### src/rtl/sr_ctrl_pkg.sv
// sr_ctrl_pkg: FSM states and {s,r} command encodings shared by the SR latch bank controller
package sr_ctrl_pkg;
  typedef enum logic [2:0] {IDLE, SETUP, PULSE, RELEASE, DONE} state_t;
  localparam logic [1:0] CMD_NOP = 2'b00;
  localparam logic [1:0] CMD_RST = 2'b01;
  localparam logic [1:0] CMD_SET = 2'b10;
  localparam logic [1:0] CMD_ILL = 2'b11;
endpackage

### src/rtl/rr_arbiter.sv
// rr_arbiter: combinational round-robin grant; the lowest requester at or after ptr wins
// ports: req (request vector), ptr (priority start index), gnt (one-hot grant, 0 when no req)
module rr_arbiter #(
  parameter int N = 4,
  parameter int PTR_W = 2
) (
  input  logic [N-1:0]     req,
  input  logic [PTR_W-1:0] ptr,
  output logic [N-1:0]     gnt
);
  logic [N-1:0] low, first;
  logic [2*N-1:0] rot;
  // rotate so ptr sits at bit 0, isolate the lowest set bit, rotate back
  assign low = N'({req, req} >> ptr);
  assign first = low & (~low + N'(1));
  assign rot = {{N{1'b0}}, first} << ptr;
  assign gnt = rot[N-1:0] | rot[2*N-1:N];
endmodule

### src/rtl/sr_latch_bank_ctrl.sv
// sr_latch_bank_ctrl: shares one gated SR latch bank between requesters (setup, gate pulse, release, check)
// ports: clk/rst (sync, active-high); req/cmd/idx per requester in; ack/err/busy status out;
//        latch_s/latch_r/latch_control drive the bank; latch_q is the bank readback
module sr_latch_bank_ctrl
  import sr_ctrl_pkg::*;
#(
  parameter int NUM_REQ = 4,
  parameter int NUM_LATCH = 8,
  parameter int IDX_W = 3,
  parameter int PULSE_CYCLES = 2
) (
  input  logic                     clk,
  input  logic                     rst,
  input  logic [NUM_REQ-1:0]       req,
  input  logic [2*NUM_REQ-1:0]     cmd,
  input  logic [IDX_W*NUM_REQ-1:0] idx,
  output logic [NUM_REQ-1:0]       ack,
  output logic                     err,
  output logic                     busy,
  output logic [NUM_LATCH-1:0]     latch_s,
  output logic [NUM_LATCH-1:0]     latch_r,
  output logic                     latch_control,
  input  logic [NUM_LATCH-1:0]     latch_q
);
  localparam int PTR_W = NUM_REQ > 1 ? $clog2(NUM_REQ) : 1;
  localparam int CNT_W = PULSE_CYCLES > 1 ? $clog2(PULSE_CYCLES) : 1;
  state_t state, state_n;
  logic [PTR_W-1:0] ptr, gsel, gidx, cur_g;
  logic [NUM_REQ-1:0] gnt;
  logic [1:0] cmd_q, cur_cmd;
  logic [IDX_W-1:0] idx_q, cur_idx;
  logic [CNT_W-1:0] cnt, cnt_n;
  logic [NUM_LATCH-1:0] sel;
  logic bad, q_bit, drive, chk_err;
  rr_arbiter #(.N(NUM_REQ), .PTR_W(PTR_W)) u_arb (.req(req), .ptr(ptr), .gnt(gnt));
  always_comb begin
    gsel = '0;
    for (int i = 0; i < NUM_REQ; i++) gsel = gnt[i] ? PTR_W'(i) : gsel;
  end
  // in IDLE look at the live grantee, afterwards at the captured operation
  assign cur_g = state == IDLE ? gsel : gidx;
  assign cur_cmd = state == IDLE ? cmd[2*gsel +: 2] : cmd_q;
  assign cur_idx = state == IDLE ? idx[IDX_W*gsel +: IDX_W] : idx_q;
  assign bad = cur_cmd == CMD_ILL || 32'(cur_idx) >= NUM_LATCH;
  assign sel = NUM_LATCH'(1) << cur_idx;
  assign q_bit = |(latch_q & sel);
  assign chk_err = (cmd_q == CMD_SET && !q_bit) || (cmd_q == CMD_RST && q_bit);
  always_comb begin
    state_n = state;
    cnt_n = cnt;
    case (state)
      IDLE: state_n = !(|req) ? IDLE : bad ? DONE : SETUP;
      SETUP: begin
        state_n = PULSE;
        cnt_n = CNT_W'(PULSE_CYCLES - 1);
      end
      PULSE: begin
        state_n = cnt == '0 ? RELEASE : PULSE;
        cnt_n = cnt - 1'b1;
      end
      RELEASE: state_n = DONE;
      default: state_n = IDLE;
    endcase
  end
  // outputs are registered from the state being entered, so they line up with the state
  assign drive = state_n inside {SETUP, PULSE, RELEASE};
  always_ff @(posedge clk) begin
    if (rst) begin
      state <= IDLE;
      cnt <= '0;
      ptr <= '0;
      gidx <= '0;
      cmd_q <= CMD_NOP;
      idx_q <= '0;
      ack <= '0;
      err <= 1'b0;
      busy <= 1'b0;
      latch_s <= '0;
      latch_r <= '0;
      latch_control <= 1'b0;
    end else begin
      state <= state_n;
      cnt <= cnt_n;
      gidx <= cur_g;
      cmd_q <= cur_cmd;
      idx_q <= cur_idx;
      ptr <= state == DONE ? (gidx == PTR_W'(NUM_REQ - 1) ? '0 : gidx + 1'b1) : ptr;
      ack <= state_n == DONE ? NUM_REQ'(1) << cur_g : '0;
      err <= state_n == DONE && (state == IDLE || chk_err);
      busy <= state_n != IDLE;
      latch_s <= drive && cur_cmd == CMD_SET ? sel : '0;
      latch_r <= drive && cur_cmd == CMD_RST ? sel : '0;
      latch_control <= state_n == PULSE;
    end
  end
endmodule
### config.mk
export PLATFORM = sky130hd
export DESIGN_NAME = sr_latch_bank_ctrl
export DESIGN_NICKNAME = d
export VERILOG_FILES = /design/src/rtl/sr_ctrl_pkg.sv /design/src/rtl/rr_arbiter.sv /design/src/rtl/sr_latch_bank_ctrl.sv
export SDC_FILE = /design/constraint.sdc
export NUM_CORES = 1
export LEC_CHECK = 0
export CAP_MARGIN = 20
export CORE_MARGIN = 2
export CORE_UTILIZATION = 48
export CTS_BUF_LIST = sky130_fd_sc_hd__clkbuf_16
export DETAILED_ROUTE_END_ITERATION = 10
export GPL_TIMING_DRIVEN = 0
export PLACE_DENSITY_LB_ADDON = 0.25
export SLEW_MARGIN = 20
export SYNTH_ARGS = -nofsm -noshare
export SYNTH_HDL_FRONTEND = slang
export SYNTH_SLANG_ARGS = --single-unit
### constraint.sdc
create_clock -name clk -period 6.4 [get_ports clk]
set_clock_uncertainty 0.1 [all_clocks]
set_input_delay 0.64 -clock clk [delete_from_list [all_inputs] [get_ports clk]]
set_output_delay 0.64 -clock clk [all_outputs]
set_load 0.005 [all_outputs]
# [Word level (Yosys, flattened, before mapping)]
# Index checks and enable logic that the tools add are counted.
[op_classes] add_sub_neg=3 n_mul=1 eq_ne=14 shifts=6 n_mux=12 bitwise=7 n_reduce_logical=17
[ops] cell="equality test 3 x 2 -> 1 bit (second input constant)" count=4
[ops] cell="case mux 3 bit (4 select lines)" count=1
[ops] cell="indexed part select 12 x 5 -> 3 bit" count=1
[ops] cell="two-way mux 2 bit" count=5
[ops] cell="two-way mux 3 bit" count=3
[ops] cell="AND 8 bit" count=1
[ops] cell="equality test 2 bit (second input constant)" count=4
[ops] cell="OR reduction 8 bit" count=1
[ops] cell="indexed part select 8 x 4 -> 2 bit" count=1
[ops] cell="left shift 1 x 3 -> 8 bit (first input constant)" count=1
[ops] cell="left shift 4 x 2 -> 8 bit" count=1
[ops] cell="right shift 8 x 2 -> 4 bit" count=1
[ops] cell="equality test 3 x 1 -> 1 bit (second input constant)" count=2
[ops] cell="equality test 3 bit (second input constant)" count=2
[ops] cell="nonzero test 3 bit" count=2
[ops] cell="OR reduction 2 bit" count=3
[ops] cell="logical AND 1 bit" count=5
[ops] cell="adder 4 x 1 -> 4 bit (second input constant)" count=1
[ops] cell="AND 4 bit" count=1
[ops] cell="equality test 2 x 1 -> 1 bit (second input constant)" count=2
[ops] cell="multiplier 2 x 2 -> 4 bit (first input constant)" count=1
[ops] cell="inverter 4 bit" count=1
[ops] cell="OR 4 bit" count=1
[ops] cell="OR reduction 4 bit" count=1
[ops] cell="other kinds (10)" count=14
[word_totals] register_bits=36 elab_cells=72

# [Depth between registers and ports, before layout]
[depth] ltp_word=20 depth_mapped=10 mapped_depth_nobuf=9

# [Hierarchy]
# Synthesis repeated with hierarchy kept, for this count alone.
[unflattened] cells_unflattened=185 area_unflattened_um2=1574.0
[by_module_without_submodules] module="sr_latch_bank_ctrl" n_inst=1 cells_each=168 area_per_inst_um2=1468.9
[by_module_without_submodules] module="rr_arbiter" n_inst=1 cells_each=17 area_per_inst_um2=105.1

# [Worst setup path before layout]
# No wires, ideal clock.
[synth_path] kind="input -> register" from="in req[2]" to="reg err" arrival_time_ns=2.611 required_ns=6.226 setup_slack_ns=3.615 cell_stages=9 n_path_buf=0 cell_sequence="nor2b_4 -> a221oi_4 -> nor2_4 -> mux2_4 -> a221o_1 -> a211o_1 -> a21boi_2 -> o311ai_1 -> a31oi_1"
[synth_via] elab_chain_len=20 elab_cells_between_ends=29 cone_classes="1 x add/sub; 1 x mul; 2 x eq/ne; 5 x shift; 8 x mux; 4 x bitwise; 8 x reduce/logical"
[synth_lines] item="start, declared" line_no="sr_latch_bank_ctrl.sv:14" rtl="input logic [NUM_REQ-1:0] req,"
[synth_lines] item="right shift 8 x 2 -> 4 bit" line_no="rr_arbiter.sv:14" rtl="assign low = N'({req, req} >> ptr);"
[synth_lines] item="inverter 4 bit" line_no="rr_arbiter.sv:15" rtl="assign first = low & (~low + N'(1));"
[synth_lines] item="adder 4 x 1 -> 4 bit" line_no="rr_arbiter.sv:15"
[synth_lines] item="AND 4 bit" line_no="rr_arbiter.sv:15"
[synth_lines] item="left shift 4 x 2 -> 8 bit" line_no="rr_arbiter.sv:16" rtl="assign rot = {{N{1'b0}}, first} << ptr;"
[synth_lines] item="OR 4 bit" line_no="rr_arbiter.sv:17" rtl="assign gnt = rot[N-1:0] | rot[2*N-1:N];"
[synth_lines] item="two-way mux 1 bit" line_no="sr_latch_bank_ctrl.sv:38" rtl="for (int i = 0; i < NUM_REQ; i++) gsel = gnt[i] ? PTR_W'(i) : gsel;"
[synth_lines] item="two-way mux 2 bit (2 in series)" line_no="sr_latch_bank_ctrl.sv:38"
[synth_lines] item="[3 not listed]"
[synth_lines] item="left shift 1 x 3 -> 8 bit" line_no="sr_latch_bank_ctrl.sv:45" rtl="assign sel = NUM_LATCH'(1) << cur_idx;"
[synth_lines] item="AND 8 bit" line_no="sr_latch_bank_ctrl.sv:46" rtl="assign q_bit = |(latch_q & sel);"
[synth_lines] item="OR reduction 8 bit" line_no="sr_latch_bank_ctrl.sv:46"
[synth_lines] item="zero test 1 bit" line_no="sr_latch_bank_ctrl.sv:47" rtl="assign chk_err = (cmd_q == CMD_SET && !q_bit) || (cmd_q == CMD_RST && q_bit);"
[synth_lines] item="logical AND 1 bit" line_no="sr_latch_bank_ctrl.sv:47"
[synth_lines] item="logical OR 1 bit" line_no="sr_latch_bank_ctrl.sv:47"
[synth_lines] item="logical OR 1 bit" line_no="sr_latch_bank_ctrl.sv:89" rtl="err <= state_n == DONE && (state == IDLE || chk_err);"
[synth_lines] item="logical AND 1 bit *" line_no="sr_latch_bank_ctrl.sv:89"
[synth_lines] item="end signal, assigned" line_no="sr_latch_bank_ctrl.sv:89"
[synth_lines] item="end, declared" line_no="sr_latch_bank_ctrl.sv:18" rtl="output logic err,"
# Every way passes the cells marked *; elsewhere a longest branch is shown, timed or not.
# A chain may end at the register's enable or synchronous reset.

# [Final worst setup path]
# Ends and elaborated chain as after synthesis.

==> impl_metrics.prom <==
# TYPE chip_impl_metric gauge
chip_impl_info{name="synth.area.top_cells",value="dfxtp_1 (44%), nor2_1 (8.3%), mux2i_1 (3.7%), mux2_2 (3.4%), a21oi_1 (2.8%)"} 1
chip_impl_metric{name="floorplan.die.height",unit="um"} 62.37
chip_impl_metric{name="required",unit="ns"} 6.51
chip_impl_metric{name="max_cap_violations",unit=""} 0
chip_impl_metric{name="least_margin_pin_slew",unit="ns"} 0.6850
chip_impl_metric{name="clk_transition_reported_paths",unit="ns"} 0.06
chip_impl_metric{name="first_iter_violations",unit=""} 64
chip_impl_metric{name="detail_route.wirelength",unit="um"} 3969
chip_impl_metric{name="grt-ovfl-total",unit=""} 0
chip_impl_metric{name="synthesis.area_per_instance",unit="um2"} 9.136
chip_impl_metric{name="fin_nets",unit=""} 277
chip_impl_metric{name="finalCritPeriodShare",unit="%"} 52.85
chip_impl_metric{name="finalMaxSlewViolations",unit=""} 0
chip_impl_metric{name="first_global_vias",unit=""} 1436
chip_impl_metric{name="power_density",unit="nW/um2"} 383.2
chip_impl_metric{name="crit_path_max_incr_delay",unit="ns"} 0.60
chip_impl_metric{name="numClockSinks",unit=""} 36
chip_impl_metric{name="syn2layout_area_growth",unit="%"} 46.44
chip_impl_info{name="grt_setup_unrepaired",value="false"} 1
chip_impl_info{name="cts_tree",value="yes"} 1
chip_impl_metric{name="final_hold_viol_count",unit=""} 0
chip_impl_metric{name="peak_ir_drop_on_the_vdd_network",unit="mV"} 0.2335
chip_impl_metric{name="initial_antenna_violation_count",unit=""} 0
chip_impl_metric{name="drive_above_1_share",unit="%"} 11.93
chip_impl_metric{name="core",unit="um2"} 3311
chip_impl_metric{name="post_synthesis_instance_area",unit="um2"} 1635
chip_impl_info{name="critPathSlowestCell",value="clkdlybuf4s50_1"} 1
chip_impl_metric{name="timing.max_slew.rel_slack",unit="%"} 53.98
chip_impl_metric{name="finalWorstPathRequiredPeriod",unit="ns"} 3.382
chip_impl_metric{name="die_area",unit="um2"} 3890
chip_impl_metric{name="ctsResizeCount",unit=""} 0
chip_impl_metric{name="worst_ep_arrival_time",unit="ns"} 3.49
chip_impl_metric{name="mappedNetlistNets",unit=""} 214
chip_impl_metric{name="clkLatencyLatePin",unit="ns"} 0.28
chip_impl_metric{name="drt-vias-per-instance",unit=""} 5.190
chip_impl_metric{name="initial_standard_cell_utilization_of_the_core",unit="%"} 49.40
chip_impl_info{name="outcome",value="finished clean"} 1
chip_impl_metric{name="via_count",unit=""} 1500
chip_impl_metric{name="place.detailed.hpwl",unit="um"} 2975
chip_impl_metric{name="critPathMaxFanout",unit=""} 10
chip_impl_metric{name="async_reset_ff_share",unit="%"} 0
chip_impl_metric{name="max_fclk",unit="GHz"} 0.2957
chip_impl_metric{name="cts_made_buffers",unit=""} 5
chip_impl_info{name="path_class",value="in -> reg"} 1
chip_impl_metric{name="crit_buf_inv",unit=""} 2
chip_impl_metric{name="drc",unit=""} 0
chip_impl_metric{name="ioPinCount",unit=""} 57
chip_impl_metric{name="die_w",unit="um"} 62.37
chip_impl_metric{name="htree_num_levels",unit=""} 2
chip_impl_metric{name="cts-hold-fix-buffers",unit=""} 0
chip_impl_metric{name="setup_viol",unit=""} 0
chip_impl_metric{name="synth_cell_types",unit=""} 51
chip_impl_info{name="cp_top_family",value="compound AO/OA/AOI/OAI gates"} 1
chip_impl_metric{name="synth.ff_latch_count",unit=""} 36
chip_impl_metric{name="insertedDiodeCount",unit=""} 0
chip_impl_metric{name="synth_top_area_share",unit="%"} 44.07
chip_impl_metric{name="routed_wire_length_per_instance",unit="um"} 13.73
chip_impl_metric{name="finish.utilization",unit="%"} 72.34
chip_impl_metric{name="synth-edff-count",unit=""} 0
chip_impl_info{name="critical_path.cell_chain",value="clkdlybuf4s50_1, nor2b_4, a221oi_4, nor2_4, mux2_2, a221oi_1, buf_2, nand3_1, a2111o_1, a31oi_1"} 1
chip_impl_metric{name="cellLeakagePower",unit="nW"} 0.9079
chip_impl_metric{name="dr_pass1_iterations",unit=""} 4
chip_impl_info{name="layout.cells.most_common_list",value="clkdlybuf4s50_1 (56), nor2_1 (36), dfxtp_1 (36)"} 1
chip_impl_metric{name="io_buffers",unit=""} 56
chip_impl_metric{name="postCtsSetupRepairBufs",unit=""} 0
chip_impl_metric{name="ys.warnings.count",unit=""} 0
chip_impl_info{name="netlist.top_cell.by_area",value="dfxtp_1"} 1
chip_impl_info{name="crit_path_end_kind",value="flip-flop"} 1
chip_impl_metric{name="std_cell_rows",unit=""} 21
chip_impl_info{name="cp-start-kind",value="primary input"} 1
chip_impl_info{name="most_common_library_cell_in_the_layout_ignoring_fill_and_taps",value="clkdlybuf4s50_1"} 1
chip_impl_info{name="cts.root.buffer_cell",value="clkbuf_16"} 1
chip_impl_metric{name="cts.path.max_buffers",unit=""} 2
chip_impl_info{name="synth-main-ff-cell",value="dfxtp_1"} 1
chip_impl_metric{name="first_pass_grt_wire_length",unit="um"} 6755
chip_impl_info{name="hp-class",value="reg -> reg"} 1
chip_impl_metric{name="yosysSeqAreaShare",unit="%"} 44.07
chip_impl_metric{name="gpl.final_weighted_congestion",unit=""} 0.8427
chip_impl_metric{name="grt.total_usage",unit="%"} 22.22
chip_impl_metric{name="synth_cells",unit=""} 179
chip_impl_metric{name="grt_max_degree",unit=""} 12
chip_impl_metric{name="ant_nets",unit=""} 0
chip_impl_metric{name="setup_tns",unit="ns"} 0
-- path summary, 6_finish.rpt --
check           start  endpoint  slack, ns  cells past startpoint
max reg2reg  state[1]       err       3.48                     10
max            req[2]       err       3.02                     10
min               cnt       cnt       0.43                      2
min reg2reg       cnt       cnt       0.43                      2
-- sequential cells by signal, indices dropped and copies added (netlist names) --
signal,flops
latch_r,8
latch_s,8
ack,4
idx_q,3
state,3
cmd_q,2
gidx,2
ptr,2
busy,1
cnt,1
err,1
latch_control,1
-- metrics by stage --
stage	instances	worst slack (ns)	hold WS, ns	area, um2	power (mW)
floorplan	179	3.615	0.3908	1635	0.5618
global placement	281	2.734	0.4162	2253	0.6780
detailed placement	281	2.746	0.4279	2253	0.6846
CTS	289	3.024	0.4347	2395	0.9203
global route	289	2.813	0.4633	2395	0.9803
finish	289	3.018	0.4343	2395	0.9176
-- cell usage after synthesis, types with 4 or more instances --
master / instances
inv_1: 4
mux2i_1: 6
o21ai_0: 5
dfxtp_1: 36
nor2b_1: 4
mux2_2: 5
nand2_1: 8
nand3_1: 7
nor3_1: 4
nor2_1: 36
a21oi_1: 9
-- tightest hold or removal path: stages, from the launching register on --
cell	delay [ns]
dfxtp_1	0.33
nor2_1	0.11
nor3_1	0.05
-- power by group --
group,leakage [nW],switching [mW],total (mW),internal (mW)
clock network,0.0764,0.0892,0.231,0.142
registers,0.293,0.0200,0.289,0.268
logic,0.539,0.224,0.398,0.174
total,0.908,0.333,0.918,0.585
-- layer usage --
layer  global-route usage (%)  vias up  routed length (um)
met1                    29.23      674                1744
met2                    34.24       59                1879
li1                         -      760                   -
met3                    6.306        7                 276
met5                        0        -                   0
met4                    9.722        0                  68
-- cell type report --
type                    count  area, um2
inverters                   4      15.01
repair buffers             56      560.5
well taps                  46      57.56
fillers                   278      915.9
plain buffers               6      26.28
clock inverters             3      16.27
multi-input cells         133      873.3
clock buffers               5      125.1
flip-flops and latches     36      720.7
-- cells by family after synthesis --
group           Yosys count  share of synthesized area [%]
simple gates             81                          25.02
compound gates           38                          19.05
flops                    36                          44.07
mux                      12                          8.033
buf+inv                  10                          2.524
xor+xnor                  1                         0.5357
fa+ha+maj                 1                         0.7650
No activity file was read; power rests on OpenSTA's default activity.
==> edit, RTL diff (same flow settings) <==
The parameter `NUM_LATCH` goes from 8 to 4.
--- a/src/rtl/sr_latch_bank_ctrl.sv
+++ b/src/rtl/sr_latch_bank_ctrl.sv
@@ -5,7 +5,7 @@
   import sr_ctrl_pkg::*;
 #(
   parameter int NUM_REQ = 4,
-  parameter int NUM_LATCH = 8,
+  parameter int NUM_LATCH = 4,
   parameter int IDX_W = 3,
   parameter int PULSE_CYCLES = 2
 ) (
Ports: changed (resized latch_q, latch_r and latch_s); port bits go from 57 to 45. No check against the original RTL was run, so the function may have changed too.
==> edit against the original RTL <==
  * Worst setup slack better by 0.095 ns
  * Total power is 8.2% lower
  * Global-route usage is 3.0 points lower
  * Largest cell class unchanged
  * Sequential power is 15% lower
  * Sequential cell count is 8 lower
  * Sequential share of layout area is 1.3 points lower
  * Design area is 19% lower
  * Critical endpoint is now ack[1]
  * Highest routed layer unchanged
  * Synthesized area is 15% lower
  * Wire length is 23% lower
==> edit: results (changes against the original RTL) <==
Status
  • Run status: complete, no violations

Global route
  • Pin count of the biggest net entering global routing: 16 (+4)
  • Met1 layer usage reported by global route: 21.5% (-7.7 points)
  • Met2 Usage GRT: 35.4% (+1.2 points)
  • Combined global-route utilization of all metal layers: 19.2% (-3.0 points)

Logic synthesis
  • Synthesized netlist net count: 177 (-17%)
  • Commonest cells in the synthesized netlist: sky130_fd_sc_hd__dfxtp_1, sky130_fd_sc_hd__nor2_1, sky130_fd_sc_hd__mux2i_1, sky130_fd_sc_hd__a21oi_1, sky130_fd_sc_hd__nor3_1
  • Cell types occupying the most area after synthesis: sky130_fd_sc_hd__dfxtp_1, sky130_fd_sc_hd__mux2i_1, sky130_fd_sc_hd__nor2_1

Layout
  • Fin nets: 226 (-18%)
  • Layout cells sized above 1: 11.3% (-0.59 points)
  • Number of filler instances in the final layout: 224 (-19%)

CTS
  • Clock insertion delay at the later pin of the skew report: 0.26 ns (-0.02 ns)

Place
  • HPWL after detailed placement: 2340 um (-21%)
  • Setup slack at placement: 2.90 ns (+0.157 ns)
  • Port Buf Inserts: 44 (-21%)
  • Total placed instance area: 1870 um^2 (-17%)

Timing
  • Relative slew slack: 49.6% (-4.4 points)
  • Post-layout worst setup margin: 3.11 ns (+0.0946 ns)
  • Worst-case hold slack: 0.430 ns (-0.00447 ns)

Critical path
  • Logic depth of the worst register-to-register path: 8 (-2)
  • Maximum fanout along the worst path: 6 (-4)

Detailed routing
  • Routed met1 length: 1350 um (-22%)
  • Vias: 1232 (-18%)
  • Routed met2 length: 1570 um (-17%)
  • 1st-iter DRT viols: 26 (-59%)
  • Met3 Routed Length: 115 um (-58%)

Power and ir drop
  • Clk pwr: 141 uW (-39%)
  • Sequential power: 246 uW (-15%)
## edit: logic make-up (layout without fill, tap and decap cells)
kind of cell	after synthesis	after routing	share of synthesized area, %
adders and majority gates	1	1	0.902
DFF	28	28	40.4
buffers and inverters	10	58	3.79
muxes	17	17	12.7
xor gates and xnor gates	1	1	0.632
and+or+nand+nor	59	59	23.6
AOI/OAI and AO/OA	30	30	17.9
## edit: critical path, delay by kind of cell
| kind | cells | cell delay, ns |
|---|---|---|
| compound gates | 4 | 1.37 |
| buf+inv | 1 | 0.51 |
| simple gates | 3 | 0.45 |
| mux | 1 | 0.33 |
## edit: cell type report
type | count | area, um^2 | area share, %
Clock buffer | 3 | 75.1 | 3.86
Tap cell | 31 | 38.8 | 1.99
Timing Repair Buffer | 44 | 440 | 22.7
Clock inverter | 1 | 3.75 | 0.193
Inverter | 3 | 11.3 | 0.579
Multi-Input combinational cell | 108 | 773 | 39.8
Sequential cell | 28 | 561 | 28.8
Buffer | 7 | 41.3 | 2.12
